$ cat config.mk
export PLATFORM = sky130hd
export DESIGN_NAME = gost34_12_2015_sbox_sched
export DESIGN_NICKNAME = d
export VERILOG_FILES = /design/src/rtl/gost34_12_2015_sbox_sched.sv
export SDC_FILE = /design/constraint.sdc
export NUM_CORES = 1
export LEC_CHECK = 0
export ABC_AREA = 1
export CAP_MARGIN = 30
export CORE_UTILIZATION = 35
export CTS_CLUSTER_SIZE = 12
export DETAILED_ROUTE_END_ITERATION = 8
export PLACE_DENSITY = 0.54
export SYNTH_ARGS = -nofsm -noshare
export SYNTH_HDL_FRONTEND = slang
export SYNTH_SLANG_ARGS = --single-unit
$ cat constraint.sdc
create_clock -name clk -period 38.5 [get_ports clk]
set_input_delay 5.775 -clock clk [delete_from_list [all_inputs] [get_ports clk]]
set_output_delay 5.775 -clock clk [all_outputs]
set_load 0.05 [all_outputs]
$ cat src/rtl/gost34_12_2015_sbox_sched.sv
// Magma (GOST 34.12-2015) substitution-layer sequencer.
// Holds eight 16x4 S-box tables written over a config port. Each SUB cycle it
// substitutes LANES nibbles of the captured word. It then rotates the result
// left by ROT and presents it with a valid/ready handshake.
module gost34_12_2015_sbox_sched #(
  parameter int LANES = 1,   // nibble lookups per SUB cycle: 1, 2, 4 or 8
  parameter int ROT   = 11   // rotate-left amount, 0..31
) (
  input  logic        clk,
  input  logic        rst,
  input  logic        cfg_we,
  input  logic [2:0]  cfg_addr,
  input  logic [63:0] cfg_data,
  output logic        cfg_err,
  input  logic        in_valid,
  output logic        in_ready,
  input  logic [31:0] in_data,
  output logic        out_valid,
  input  logic        out_ready,
  output logic [31:0] out_data,
  output logic        busy
);

  typedef enum logic [1:0] {
    IDLE = 2'd0,
    SUB  = 2'd1,
    DONE = 2'd2
  } state_t;

  // Last counter value before leaving SUB, and the per-cycle counter step.
  // With LANES=8 the step truncates to 0, which is harmless because the
  // first SUB cycle is also the last one.
  localparam logic [2:0] CNT_LAST = 3'(8 - LANES);
  localparam logic [2:0] CNT_STEP = 3'(LANES);

  state_t      state;
  state_t      state_next;
  logic [63:0] tables [8];
  logic [31:0] work;
  logic [31:0] sub_word;
  logic [31:0] rotated;
  logic [63:0] rot_wide;
  logic [2:0]  cnt;
  logic        sub_last;
  logic [2:0]  lane_idx [LANES];
  logic [3:0]  lane_val [LANES];

  // Table entry 0 sits in the top nibble. Entry x therefore starts at bit
  // 4*(15-x), and 15-x is simply ~x.
  function automatic logic [3:0] sbox_lookup(input logic [63:0] tab, input logic [3:0] x);
    return tab[{~x, 2'b00} +: 4];
  endfunction

  // One lookup lane per nibble handled this cycle. Lane gi works on nibble cnt+gi.
  // cnt+gi never exceeds 7, because cnt stays a multiple of LANES.
  for (genvar gi = 0; gi < LANES; gi++) begin : g_lane
    assign lane_idx[gi] = cnt + 3'(gi);
    assign lane_val[gi] = sbox_lookup(tables[lane_idx[gi]], work[{lane_idx[gi], 2'b00} +: 4]);
  end

  // Work word with this cycle's nibbles replaced by their substitutions.
  always_comb begin
    sub_word = work;
    for (int i = 0; i < LANES; i++) begin
      sub_word[{lane_idx[i], 2'b00} +: 4] = lane_val[i];
    end
  end

  // Rotate-left by ROT, taken from the low half of a doubled word. ROT=0 shifts by 32.
  assign rot_wide = {sub_word, sub_word} >> (32 - ROT);
  assign rotated  = rot_wide[31:0];
  assign sub_last = (cnt == CNT_LAST);

  // Next-state logic for the IDLE -> SUB -> DONE -> IDLE sequence.
  always_comb begin
    state_next = state;
    case (state)
      IDLE:    if (in_valid)  state_next = SUB;
      SUB:     if (sub_last)  state_next = DONE;
      DONE:    if (out_ready) state_next = IDLE;
      default: state_next = IDLE;
    endcase
  end

  // State register.
  always_ff @(posedge clk or posedge rst) begin
    if (rst) state <= IDLE;
    else     state <= state_next;
  end

  // Work register, nibble counter and output word.
  always_ff @(posedge clk or posedge rst) begin
    if (rst) begin
      work     <= '0;
      cnt      <= '0;
      out_data <= '0;
    end else begin
      case (state)
        IDLE: begin
          if (in_valid) begin
            work <= in_data;
            cnt  <= '0;
          end
        end
        SUB: begin
          work <= sub_word;
          if (sub_last) begin
            cnt      <= '0;
            out_data <= rotated;
          end else begin
            cnt <= cnt + CNT_STEP;
          end
        end
        default: ;
      endcase
    end
  end

  // S-box tables. Writes land only while idle, so a word in flight never sees a
  // half-updated table set. A write attempted while busy is dropped and flagged.
  always_ff @(posedge clk or posedge rst) begin
    if (rst) begin
      for (int i = 0; i < 8; i++) tables[i] <= '0;
      cfg_err <= 1'b0;
    end else begin
      cfg_err <= cfg_we && (state != IDLE);
      if (cfg_we && (state == IDLE)) tables[cfg_addr] <= cfg_data;
    end
  end

  assign in_ready  = (state == IDLE);
  assign out_valid = (state == DONE);
  assign busy      = (state != IDLE);

endmodule
# After elaboration in Yosys (flattened, before gate mapping)
# Cells that the tools add are included.
# word_totals
inputBits	104
mem_count	0
ramBits	0
out_inout_bits	36
wordCells	56
romBits	0
latch_bits	0
regBits	582
# classes
order_cmp	3
n_mux	16
shifts	4
n_addsub	2
n_reduce_logical	9
n_bitwise	3
mul	0
n_eq_ne	6
div	0
# ops
cell	count
$bwmux W512	1
$bmux W64 S3	1
$demux W64 S3	1
$mux W64	3
$pmux W32 S2	1
$shiftx A64 B7 Y4	1
$bwmux W32	1
$mux W32	1
$shift A4 B7 Y32 const A	1
$shiftx A32 B6 Y4	1
$shiftx A4 B7 Y32	1
$ge A4 B4 Y1 const B	2
$not A3 Y4	2
$neg A5 Y7	1
$mux W2	3
$mux W3	2
$pmux W2 S3	1
$pmux W3 S2	1
$lt A4 B1 Y1 const B	1
$ne A2 B2 Y1 const B	2
$not A4 Y4	1
$reduce_and A2 Y1	2
$reduce_bool A2 Y1	2
$add A3 B1 Y3 const B	1
other kinds (7)	9

# Longest topological paths before layout
# Gate-level depths: netlist (run 1).
# logic_depth
depth_word	8
depth_mapped	19
depth_no_buf	17

# Worst setup path after synthesis (run 1)
# OpenSTA, ideal clock, no wires.
# synth_timing
path_type	register to output
start	register state[0]
end	output port busy
required_time_ns	32.725
path_buffers	0
path_slack_ns	31.108
path_stages_with_launch	3
t_arrival_ns	1.617
path_cell_list	dfrtp_1 nor2_1 inv_1
# synth_via
elab_chain_len	1
# synth_rtl
element	line_no	source
start: declaration	36	state_t state;
start signal: assignment	88	else state <= state_next;
$reduce_bool A2 Y1	133	assign busy = (state != IDLE);
end: declaration	21	output logic busy
# Every way passes these cells.

# Worst setup path after layout (run 1)
# Same ends and word-level chain as after synthesis.

==> impl_metrics.py, run 1 <==
metrics = {
    "floorplan": {
        "die_h_um": 287.3,
        "io-pin-count": 140,
        "initial_core_util_pct": 35.36,
        "coreArea_mm2": 0.08055,
        "die_area_mm2": 0.08252,
        "rows": 104,
        "fp.dieW_um": 287.3,
    },
    "routing": {
        "drtAntennaViolNets": 0,
        "avgRoutedWirePerCell_um": 16.84,
        "drt-pass1-iter-count": 5,
        "drc": 0,
        "routed-via-count": 24160,
        "drt_iter0_drc": 2051,
        "drt-vias-per-instance": 4.821,
        "drt_wl_total_um": 84380,
    },
    "place": {
        "port_buffers": 139,
        "hpwlAfterDp_um": 48600,
        "routabilityCongestion": 0.8281,
    },
    "timing": {
        "hold_viol": 0,
        "finalSetupViolCount": 0,
        "period_needed_ps": 8337,
        "finalClockSkew_ps": 27.22,
        "rsz0062_at_grt": "false",
        "tns_ps": 0,
        "max_freq_mhz": 120.0,
        "period_share_pct": 21.65,
        "tightest_slew_ps": 1008,
        "slew_viol_final": 0,
        "max-slew-margin-rel_pct": 32.81,
    },
    "logic_synthesis": {
        "syn_area_per_cell_um2": 7.328,
        "synth_top_area_share_pct": 51.13,
        "synth.distinct_cells": 27,
        "yosysMostFrequentCell": "nand2_1",
        "ys_top_cells_by_area": "dfrtp_1 51%, nand2_1 20%, o21ai_0 8.8%, nand3_1 5.4%, inv_1 5.2%",
        "synthArstFlopShare_pct": 100.0,
        "syn_area_mm2": 0.02848,
        "syn_nets": 3995,
        "synth-main-ff-cell": "dfrtp_1",
        "synth_edf_count": 0,
        "seq_area_frac_synth_pct": 51.13,
        "synth_common_cells": "1510 x nand2_1, 582 x dfrtp_1, 501 x o21ai_0, 398 x inv_1, 305 x nand3_1",
        "syn_inst": 3887,
        "synth_largest_area_cell": "dfrtp_1",
        "ys_ff_latch": 582,
        "ys.warnings.count": 0,
    },
    "worst_hold_path": {
        "min_path_type": "flop to flop",
    },
    "clocking": {
        "h-tree-depth": 3,
        "cts_made_buffers": 69,
        "cts_setup_buffers": 0,
        "root_buffer": "clkbuf_16",
        "cts_hold_buf": 0,
        "cts_buffer_depth": 3,
        "path_clk_slew_ps": 50,
        "cts_sinks": 582,
        "tritoncts": "done",
        "clkLatencyLatePin_ps": 610,
        "cts.repair.resized": 0,
    },
    "cells_and_area": {
        "drive_gt1_share_pct": 4.962,
        "n_fill_cell": 8353,
        "multiInputGateArea_mm2": 0.01138,
        "register_area_mm2": 0.01457,
        "syn2layout_area_growth_pct": 15.67,
        "fin_nets": 4006,
    },
    "setup_path": {
        "cp.required_ps": 32720,
        "cp.arrival_ps": 2560,
        "slowest_stage": "clkdlybuf4s50_1",
        "critPathKind": "flop to output pin",
        "rrSetupSlack_ps": 33540,
        "path_cells": "nor2_1 -> inv_1 -> clkdlybuf4s50_1",
        "slowest_delay_ps": 750,
        "startpoint_type": "flop",
        "critPathMaxFanout": 5,
        "end_kind": "output pin",
    },
    "power_and_ir_drop": {
        "vdd_drop_max_uv": 87.23,
        "power.total_uw": 2937,
        "leakage_uw": 0.01647,
        "p_per_area_mw_per_mm2": 89.14,
    },
    "global_route": {
        "antenna_found_initial": 1,
        "grt_util_all_layers_pct": 20.71,
        "grt-ovfl-total": 0,
        "grt_pass1_vias": 22940,
        "grt_max_degree": 116,
        "grt_pass1_wl_um": 134400,
    },
    "job": {
        "maxCapViolCount": 0,
    },
    "status": {
        "status": "completed",
    },
}
## critical path: cells and delay by family, from the launching register on
family,cells,cell delay [ps]
and+or+nand+nor,1,550
DFF,1,450
buffers and inverters,2,950
## power by group
| group | switching [µW] | internal, µW |
|---|---|---|
| clock network | 265 | 391 |
| logic | 889 | 400 |
| registers | 142 | 850 |
## layer usage
layer,vias to the layer above,part of all wire (%),track usage [%]
met5,-,0,0
met3,111,4.3,2.738
met4,0,2.2,5.984
met1,11430,48,29.63
met2,487,45,32.62
li1,12130,-,-
## cells by family (layout without fill, tap and decap cells)
kind of cell               after synthesis  count (layout)  synth area share, %
buffers and inverters                  652             715                9.120
adders and majority gates                4               4               0.1757
AOI/OAI and AO/OA                      619             619                11.01
other                                    0               1                    0
DFF                                    582             582                51.13
and+or+nand+nor                       2030            2030                28.56
## worst paths after layout
kind                                         start                        to  cells after the start
min in group asynchronous                      rst   tables[438]$_DFFE_PP0P_                      2
max in group asynchronous                      rst   tables[213]$_DFFE_PP0P_                      4
max reg2reg                     cnt[0]$_DFFE_PP0P_  out_data[28]$_DFFE_PP0P_                     19
max                           state[0]$_DFFE_PP0P_                      busy                      3
min reg2reg                tables[401]$_DFFE_PP0P_   tables[401]$_DFFE_PP0P_                      2
min                        tables[401]$_DFFE_PP0P_   tables[401]$_DFFE_PP0P_                      2
## cell type report
class	count	area share, %
sequential	582	44.23
multi-input combinational	2653	34.54
clock buffer	104	6.384
timing repair buffer	182	5.545
inverter	410	4.725
tap	1060	4.026
clock inverter	19	0.5393
antenna	1	0.007596
## through the flow
step	hold WS (ps)	util [%]	setup slack (ps)	std cells	instance area, µm²
6_report	475.8	40.90	30160	5011	32940
2_1_floorplan	444.4	-	16440	3887	28480
5_1_grt	494.9	40.90	29940	5011	32940
3_3_place_gp	458.1	37.87	29620	4881	30500
4_1_cts	479.0	40.80	30030	5007	32870
3_5_place_dp	464.7	37.97	29620	4884	30590
## flip-flops by register name, indices dropped and copies added (netlist names)
signal    cells
work         32
cnt           3
tables      512
cfg_err       1
out_data     32
state         2
## cells in the final DEF (no fill, tap or decap), types with 3 or more instances in the layout
master and count:
a21oi_1 48, buf_16 5, buf_4 37, clkbuf_1 15, clkbuf_16 73, clkbuf_8 16, clkdlybuf4s50_1 139, clkinv_2 12
dfrtp_1 579, ha_1 4, inv_1 397, inv_2 10, nand2_1 1508, nand2_2 4, nand3_1 303, nand3_2 6
nand3b_1 8, nand4_1 3, nor2_1 175, nor3_1 4, o211ai_1 5, o21ai_0 501, o21ai_1 46, o22ai_1 18
or2_2 9
Power figures use the tool's default switching activity.
==> run 2: changes to the inputs <==
--- a/config.mk
+++ b/config.mk
@@ -10,7 +10,7 @@
 export CORE_UTILIZATION = 35
 export CTS_CLUSTER_SIZE = 12
 export DETAILED_ROUTE_END_ITERATION = 8
-export PLACE_DENSITY = 0.54
+export PLACE_DENSITY = 0.56
 export SYNTH_ARGS = -nofsm -noshare
 export SYNTH_HDL_FRONTEND = slang
 export SYNTH_SLANG_ARGS = --single-unit
==> constraint.sdc (replaced) <==
create_clock -name clk -period 7.2 [get_ports clk]
set_input_delay 1.08 -clock clk [delete_from_list [all_inputs] [get_ports clk]]
set_output_delay 1.08 -clock clk [all_outputs]
set_load 0.05 [all_outputs]
==> run 2 against run 1 <==
  * Global-route usage fell by 0.37 points
  * Count of clock-buffer cells in the layout rose by 4
  * Die area did not move
  * Utilization fell by 0.13 points
  * Via count rose by 0.42%
  * Setup slack got worse by 27000 ps
  * Sequential power rose to 5.3 times the previous value
  * Cell count fell by 0.24%
  * Wire length fell by 1.6%
  * Design area fell by 0.32%
  * Critical path depth rose by 14
  * Critical endpoint is now work[3]$_DFFE_PP0P_
  * Largest cell class unchanged
  * Largest power group unchanged
==> impl_metrics.py, run 2 (synthesis results as in run 1) <==
metrics = {
    "timing": {
        "max-slew-margin-rel_pct": 20.87,
        "rsz0062_at_grt": "false",
        "slew_viol_final": 0,
        "tightest_slew_ps": 1187,
        "hold_viol": 0,
        "holdWs_ps": 478.3,
        "max_freq_mhz": 252.5,
        "period_needed_ps": 3960,
        "finalClockSkew_ps": 13.92,
        "period_share_pct": 55.00,
        "finalSetupViolCount": 0,
    },
    "floorplan": {
        "die_area_mm2": 0.08252,
        "io-pin-count": 140,
        "fp.dieW_um": 287.3,
        "initial_core_util_pct": 35.36,
        "die_h_um": 287.3,
        "coreArea_mm2": 0.08055,
        "rows": 104,
    },
    "cells_and_area": {
        "n_fill_cell": 8417,
        "largestRegisters": "tables (512), out_data (32), work (32)",
        "mostFrequentLayoutCell": "nand2_1",
        "largest_reg_flops": 512,
        "drive_gt1_share_pct": 4.620,
        "syn2layout_area_growth_pct": 15.29,
        "insertedDiodeCount": 0,
        "fin_nets": 3998,
        "largest-register": "tables",
        "final_cells": 4999,
        "final_cell_mix": "1508 x nand2_1, 579 x dfrtp_1, 501 x o21ai_0",
    },
    "clocking": {
        "h-tree-depth": 3,
        "cts_setup_buffers": 0,
        "cts.repair.resized": 0,
        "path_clk_slew_ps": 60,
        "cts_buffer_depth": 3,
        "cts_sinks": 582,
        "clkLatencyLatePin_ps": 610,
        "root_buffer": "clkbuf_16",
        "cts_hold_buf": 0,
        "tritoncts": "done",
        "cts_made_buffers": 67,
    },
    "global_route": {
        "grt_util_all_layers_pct": 20.34,
        "grt-ovfl-total": 0,
        "antenna_found_initial": 0,
        "grt_pass1_wl_um": 133100,
        "grt_max_degree": 172,
        "grt_pass1_vias": 23320,
    },
    "worst_hold_path": {
        "min_path_type": "flop to flop",
        "hold_start": "tables[144]$_DFFE_PP0P_",
    },
    "place": {
        "routabilityCongestion": 0.8303,
        "place_inst": 4880,
        "hpwlAfterDp_um": 47590,
        "port_buffers": 139,
    },
    "power_and_ir_drop": {
        "vdd_drop_max_uv": 233.4,
        "leakage_uw": 0.01640,
        "power.total_uw": 15600,
        "p_per_area_mw_per_mm2": 475.0,
    },
    "setup_path": {
        "endpoint": "work[3]$_DFFE_PP0P_",
        "reg2reg_to": "work[3]$_DFFE_PP0P_",
        "cp.required_ps": 7700,
        "critPathLaunch": "cnt[0]$_DFFE_PP0P_",
        "rrSetupSlack_ps": 3240,
        "crit_family": "simple AND/OR/NAND/NOR gates",
        "critPathMaxFanout": 98,
        "rr_worst_depth": 17,
        "reg2reg_from": "cnt[0]$_DFFE_PP0P_",
        "cp_num_buf_inv": 2,
        "path_cells": "inv_8 -> buf_4 -> nand2_1 -> nand3_1 -> nand2_1 -> nand2_1 -> nand2_1 -> nand2_1 -> nand2_1 -> nand2_1 -> nand3_1 -> nand3_2 -> nand3_1 -> nand2_1 -> nand2_1 -> nand2_1 -> nand2_1",
        "worstSetupPathDepth": 17,
        "end_kind": "flop",
        "critPathKind": "flop to flop",
        "slowest_stage": "buf_4",
        "slowest_delay_ps": 780,
        "cp.arrival_ps": 4460,
        "startpoint_type": "flop",
        "crit_top_cell": "nand2_1",
    },
    "routing": {
        "drt-vias-per-instance": 4.853,
        "drtAntennaViolNets": 0,
        "drt-pass1-iter-count": 5,
        "drt_wl_total_um": 82990,
        "avgRoutedWirePerCell_um": 16.60,
        "drc": 0,
        "drt_iter0_drc": 2212,
        "routed-via-count": 24260,
    },
    "job": {
        "maxCapViolCount": 0,
    },
    "status": {
        "status": "completed",
    },
}
run 2: changes by cell type in the layout (fill, tap and decap cells not counted), sizes merged:
cell,delta
buf,-6
clkinvlp,+1
clkinv,-8
clkbuf,+4
inv,-2
diode,-1
run 2: routing by layer:
| metal | track usage (%) | vias up | wire length (µm) |
|---|---|---|---|
| li1 | - | 12100 | - |
| met2 | 32.39 | 495 | 38010 |
| met1 | 28.92 | 11570 | 39740 |
| met4 | 5.146 | 0 | 1668 |
| met5 | 0 | - | 0 |
| met3 | 2.976 | 90 | 3559 |
run 2: final cells by class:
| class | count | area [µm²] | area share [%] |
|---|---|---|---|
| inverter | 410 | 1553 | 4.729 |
| multi-input combinational | 2653 | 11370 | 34.64 |
| tap | 1060 | 1326 | 4.039 |
| sequential | 582 | 14570 | 44.38 |
| clock buffer | 108 | 2106 | 6.413 |
| timing repair buffer | 176 | 1797 | 5.472 |
| clock inverter | 10 | 110.1 | 0.3353 |
run 2: where the power goes:
part / internal [µW] / switching, µW / total (µW)
Clock: 2070 / 1400 / 3460
Sequential: 4550 / 720 / 5270
Combinational: 2150 / 4720 / 6870
Total: 8760 / 6840 / 15600
run 2: worst min path at each step:
stage	end	slack [ps]	depth (start not counted)
finish	tables[144]$_DFFE_PP0P_	480	2
floorplan	tables[144]$_DFFE_PP0P_	440	2
global placement	tables[166]$_DFFE_PP0P_	460	2
global route	tables[501]$_DFFE_PP0P_	500	2
detailed placement	tables[165]$_DFFE_PP0P_	460	2
CTS	tables[165]$_DFFE_PP0P_	480	2
run 2: stage by stage:
stage	instance area (µm²)	setup TNS, ps	utilization [%]	worst slack (ps)
final	32840	0	40.77	3240
after global routing	32840	0	40.77	2900
after global placement	30550	0	37.92	3221
after floorplan	28490	-1054270	-	-1811
after detailed placement	30600	0	37.99	3179
after CTS	32820	0	40.74	3261
run 2: worst reg2reg max path, stage by stage (launching register included):
cell and delay (ps):
dfrtp_4 740, inv_8 560, buf_4 890, nand2_1 140, nand3_1 100, nand2_1 70, nand2_1 60, nand2_1 70
nand2_1 60, nand2_1 110, nand2_1 150, nand3_1 180, nand3_2 260, nand3_1 140, nand2_1 140, nand2_1 60
nand2_1 70, nand2_1 50
==> run 3: changes to the inputs <==
--- a/config.mk
+++ b/config.mk
@@ -10,7 +10,7 @@
 export CORE_UTILIZATION = 35
 export CTS_CLUSTER_SIZE = 12
 export DETAILED_ROUTE_END_ITERATION = 8
-export PLACE_DENSITY = 0.56
+export PLACE_DENSITY = 0.54
 export SYNTH_ARGS = -nofsm -noshare
 export SYNTH_HDL_FRONTEND = slang
 export SYNTH_SLANG_ARGS = --single-unit
==> constraint.sdc (replaced) <==
create_clock -name clk -period 3.99 [get_ports clk]
set_input_delay 0.5985 -clock clk [delete_from_list [all_inputs] [get_ports clk]]
set_output_delay 0.5985 -clock clk [all_outputs]
set_load 0.05 [all_outputs]
==> run 3 against run 2 <==
  * Register-to-register slack lost 2400 ps
  * Critical path type unchanged
  * Sequential power is 79% higher
  * Hold slack got worse by 2.4 ps
  * Highest routed layer unchanged
  * Non-clock buffer count up 23
==> impl_metrics.py, run 3 (synthesis results as in run 1) <==
metrics = {
    "setup_path": {
        "cp.arrival_ps": 3640,
        "slowest_stage": "dfrtp_4",
        "rr_worst_depth": 17,
        "critPathLaunch": "cnt[0]$_DFFE_PP0P_",
        "rrSetupSlack_ps": 850,
        "reg2reg_from": "cnt[0]$_DFFE_PP0P_",
        "critPathMaxFanout": 75,
        "reg2reg_to": "work[14]$_DFFE_PP0P_",
        "critPathKind": "flop to flop",
        "slowest_delay_ps": 670,
        "endpoint": "work[14]$_DFFE_PP0P_",
        "crit_top_cell": "nand2_1",
        "startpoint_type": "flop",
        "end_kind": "flop",
        "path_cells": "buf_12 -> buf_4 -> nand2_1 -> nand3_1 -> nand2_1 -> nand2_1 -> nand2_1 -> nand2_1 -> nand2_1 -> nand2_1 -> nand3_1 -> nand3_1 -> nand3_1 -> nand2_1 -> nand2_1 -> nand2_1 -> nand2_1",
        "cp.required_ps": 4490,
    },
    "cells_and_area": {
        "largest_reg_flops": 512,
        "syn2layout_area_growth_pct": 16.57,
        "mostFrequentLayoutCell": "nand2_1",
        "final_cell_mix": "1508 x nand2_1, 579 x dfrtp_1, 501 x o21ai_0",
        "drive_gt1_share_pct": 5.225,
        "insertedDiodeCount": 0,
        "largestRegisters": "tables (512), out_data (32), work (32)",
        "fin_nets": 4023,
        "largest-register": "tables",
    },
    "status": {
        "status": "completed",
    },
    "routing": {
        "drc": 0,
        "drt_wl_total_um": 86840,
        "drtAntennaViolNets": 0,
        "drt-pass1-iter-count": 6,
        "drt_iter0_drc": 2219,
        "drt-vias-per-instance": 4.895,
        "avgRoutedWirePerCell_um": 17.29,
        "routed-via-count": 24580,
    },
    "floorplan": {
        "rows": 104,
        "initial_core_util_pct": 35.36,
        "die_h_um": 287.3,
        "io-pin-count": 140,
        "die_area_mm2": 0.08252,
        "coreArea_mm2": 0.08055,
        "fp.dieW_um": 287.3,
    },
    "worst_hold_path": {
        "min_path_type": "flop to flop",
    },
    "clocking": {
        "cts_setup_buffers": 0,
        "path_clk_slew_ps": 60,
        "tritoncts": "done",
        "cts_hold_buf": 0,
        "cts.repair.resized": 0,
        "cts_sinks": 582,
        "clkLatencyLatePin_ps": 610,
        "root_buffer": "clkbuf_16",
        "cts_buffer_depth": 3,
        "cts_made_buffers": 69,
        "h-tree-depth": 3,
    },
    "timing": {
        "holdWs_ps": 475.9,
        "period_share_pct": 78.62,
        "tightest_slew_ps": 949.5,
        "rsz0062_at_grt": "false",
        "finalClockSkew_ps": 17.40,
        "period_needed_ps": 3137,
        "setup_slack_ps": 852.9,
        "finalSetupViolCount": 0,
        "hold_viol": 0,
        "slew_viol_final": 0,
        "max-slew-margin-rel_pct": 36.70,
        "max_freq_mhz": 318.8,
    },
    "global_route": {
        "grt_max_degree": 129,
        "grt_pass1_vias": 23300,
        "grt_pass1_wl_um": 139300,
        "grt-ovfl-total": 0,
        "grt_util_all_layers_pct": 21.46,
        "antenna_found_initial": 0,
    },
    "place": {
        "hpwlAfterDp_um": 51690,
        "routabilityCongestion": 0.9009,
        "dpl_worst_slack_ps": 863.3,
        "port_buffers": 139,
    },
    "power_and_ir_drop": {
        "p_per_area_mw_per_mm2": 860.4,
        "vdd_drop_max_uv": 576.8,
        "leakage_uw": 0.01659,
    },
    "job": {
        "maxCapViolCount": 0,
    },
}
## run 3: cell types whose count changed in the layout (fill, tap and decap cells not counted), moves of 2 or more
cell	delta
clkbuf_1	-2
buf_4	+9
buf_16	-2
clkinv_2	+2
clkbuf_16	+2
buf_12	+16
## run 3: worst max-delay path: cells and delay by family, from the launching register on
family / cells / cell delay, ps
flip-flops: 1 / 670
AND/OR/NAND/NOR: 15 / 1540
buffers and inverters: 2 / 730
## run 3: cell type report
class / instances / area (µm²)
Timing Repair Buffer: 199 / 2130
Clock buffer: 107 / 2135
Clock inverter: 11 / 112.6
Multi-Input combinational cell: 2653 / 11370
Sequential cell: 582 / 14570
Fill cell: 8397 / 47350
Inverter: 410 / 1553
Tap cell: 1060 / 1326
## run 3: worst min-delay path by stage
stage	start	depth (start not counted)	end
floorplan	tables[144]$_DFFE_PP0P_	2	tables[144]$_DFFE_PP0P_
global placement	tables[165]$_DFFE_PP0P_	2	tables[165]$_DFFE_PP0P_
detailed placement	tables[402]$_DFFE_PP0P_	2	tables[402]$_DFFE_PP0P_
CTS	tables[144]$_DFFE_PP0P_	2	tables[144]$_DFFE_PP0P_
global route	tables[365]$_DFFE_PP0P_	2	tables[365]$_DFFE_PP0P_
finish	tables[144]$_DFFE_PP0P_	2	tables[144]$_DFFE_PP0P_
## run 3: metal layers
metal	part of all wire (%)	GRT usage, %	vias to the layer above
met2	45	32.78	603
met4	1.8	5.226	0
met5	0	0	-
met1	49	32.20	11710
met3	4.8	2.413	104
li1	-	-	12170
## run 3: through the flow
stage | util [%] | setup TNS, ps | area (µm²) | power (µW) | cells
finish | 41.22 | 0 | 33200 | 28570 | 5022
CTS | 41.22 | 0 | 33200 | 28790 | 5022
floorplan | - | -2642250 | 28490 | 18260 | 3887
detailed placement | 38.43 | 0 | 30950 | 22350 | 4904
global placement | 38.43 | 0 | 30950 | 22250 | 4904
global route | 41.22 | 0 | 33200 | 30970 | 5022
## run 3: power breakdown
group	leakage (µW)	switching, µW	internal (µW)
logic	0.00801	8690	4110
clock network	0.00111	2530	3790
registers	0.00748	1240	8210
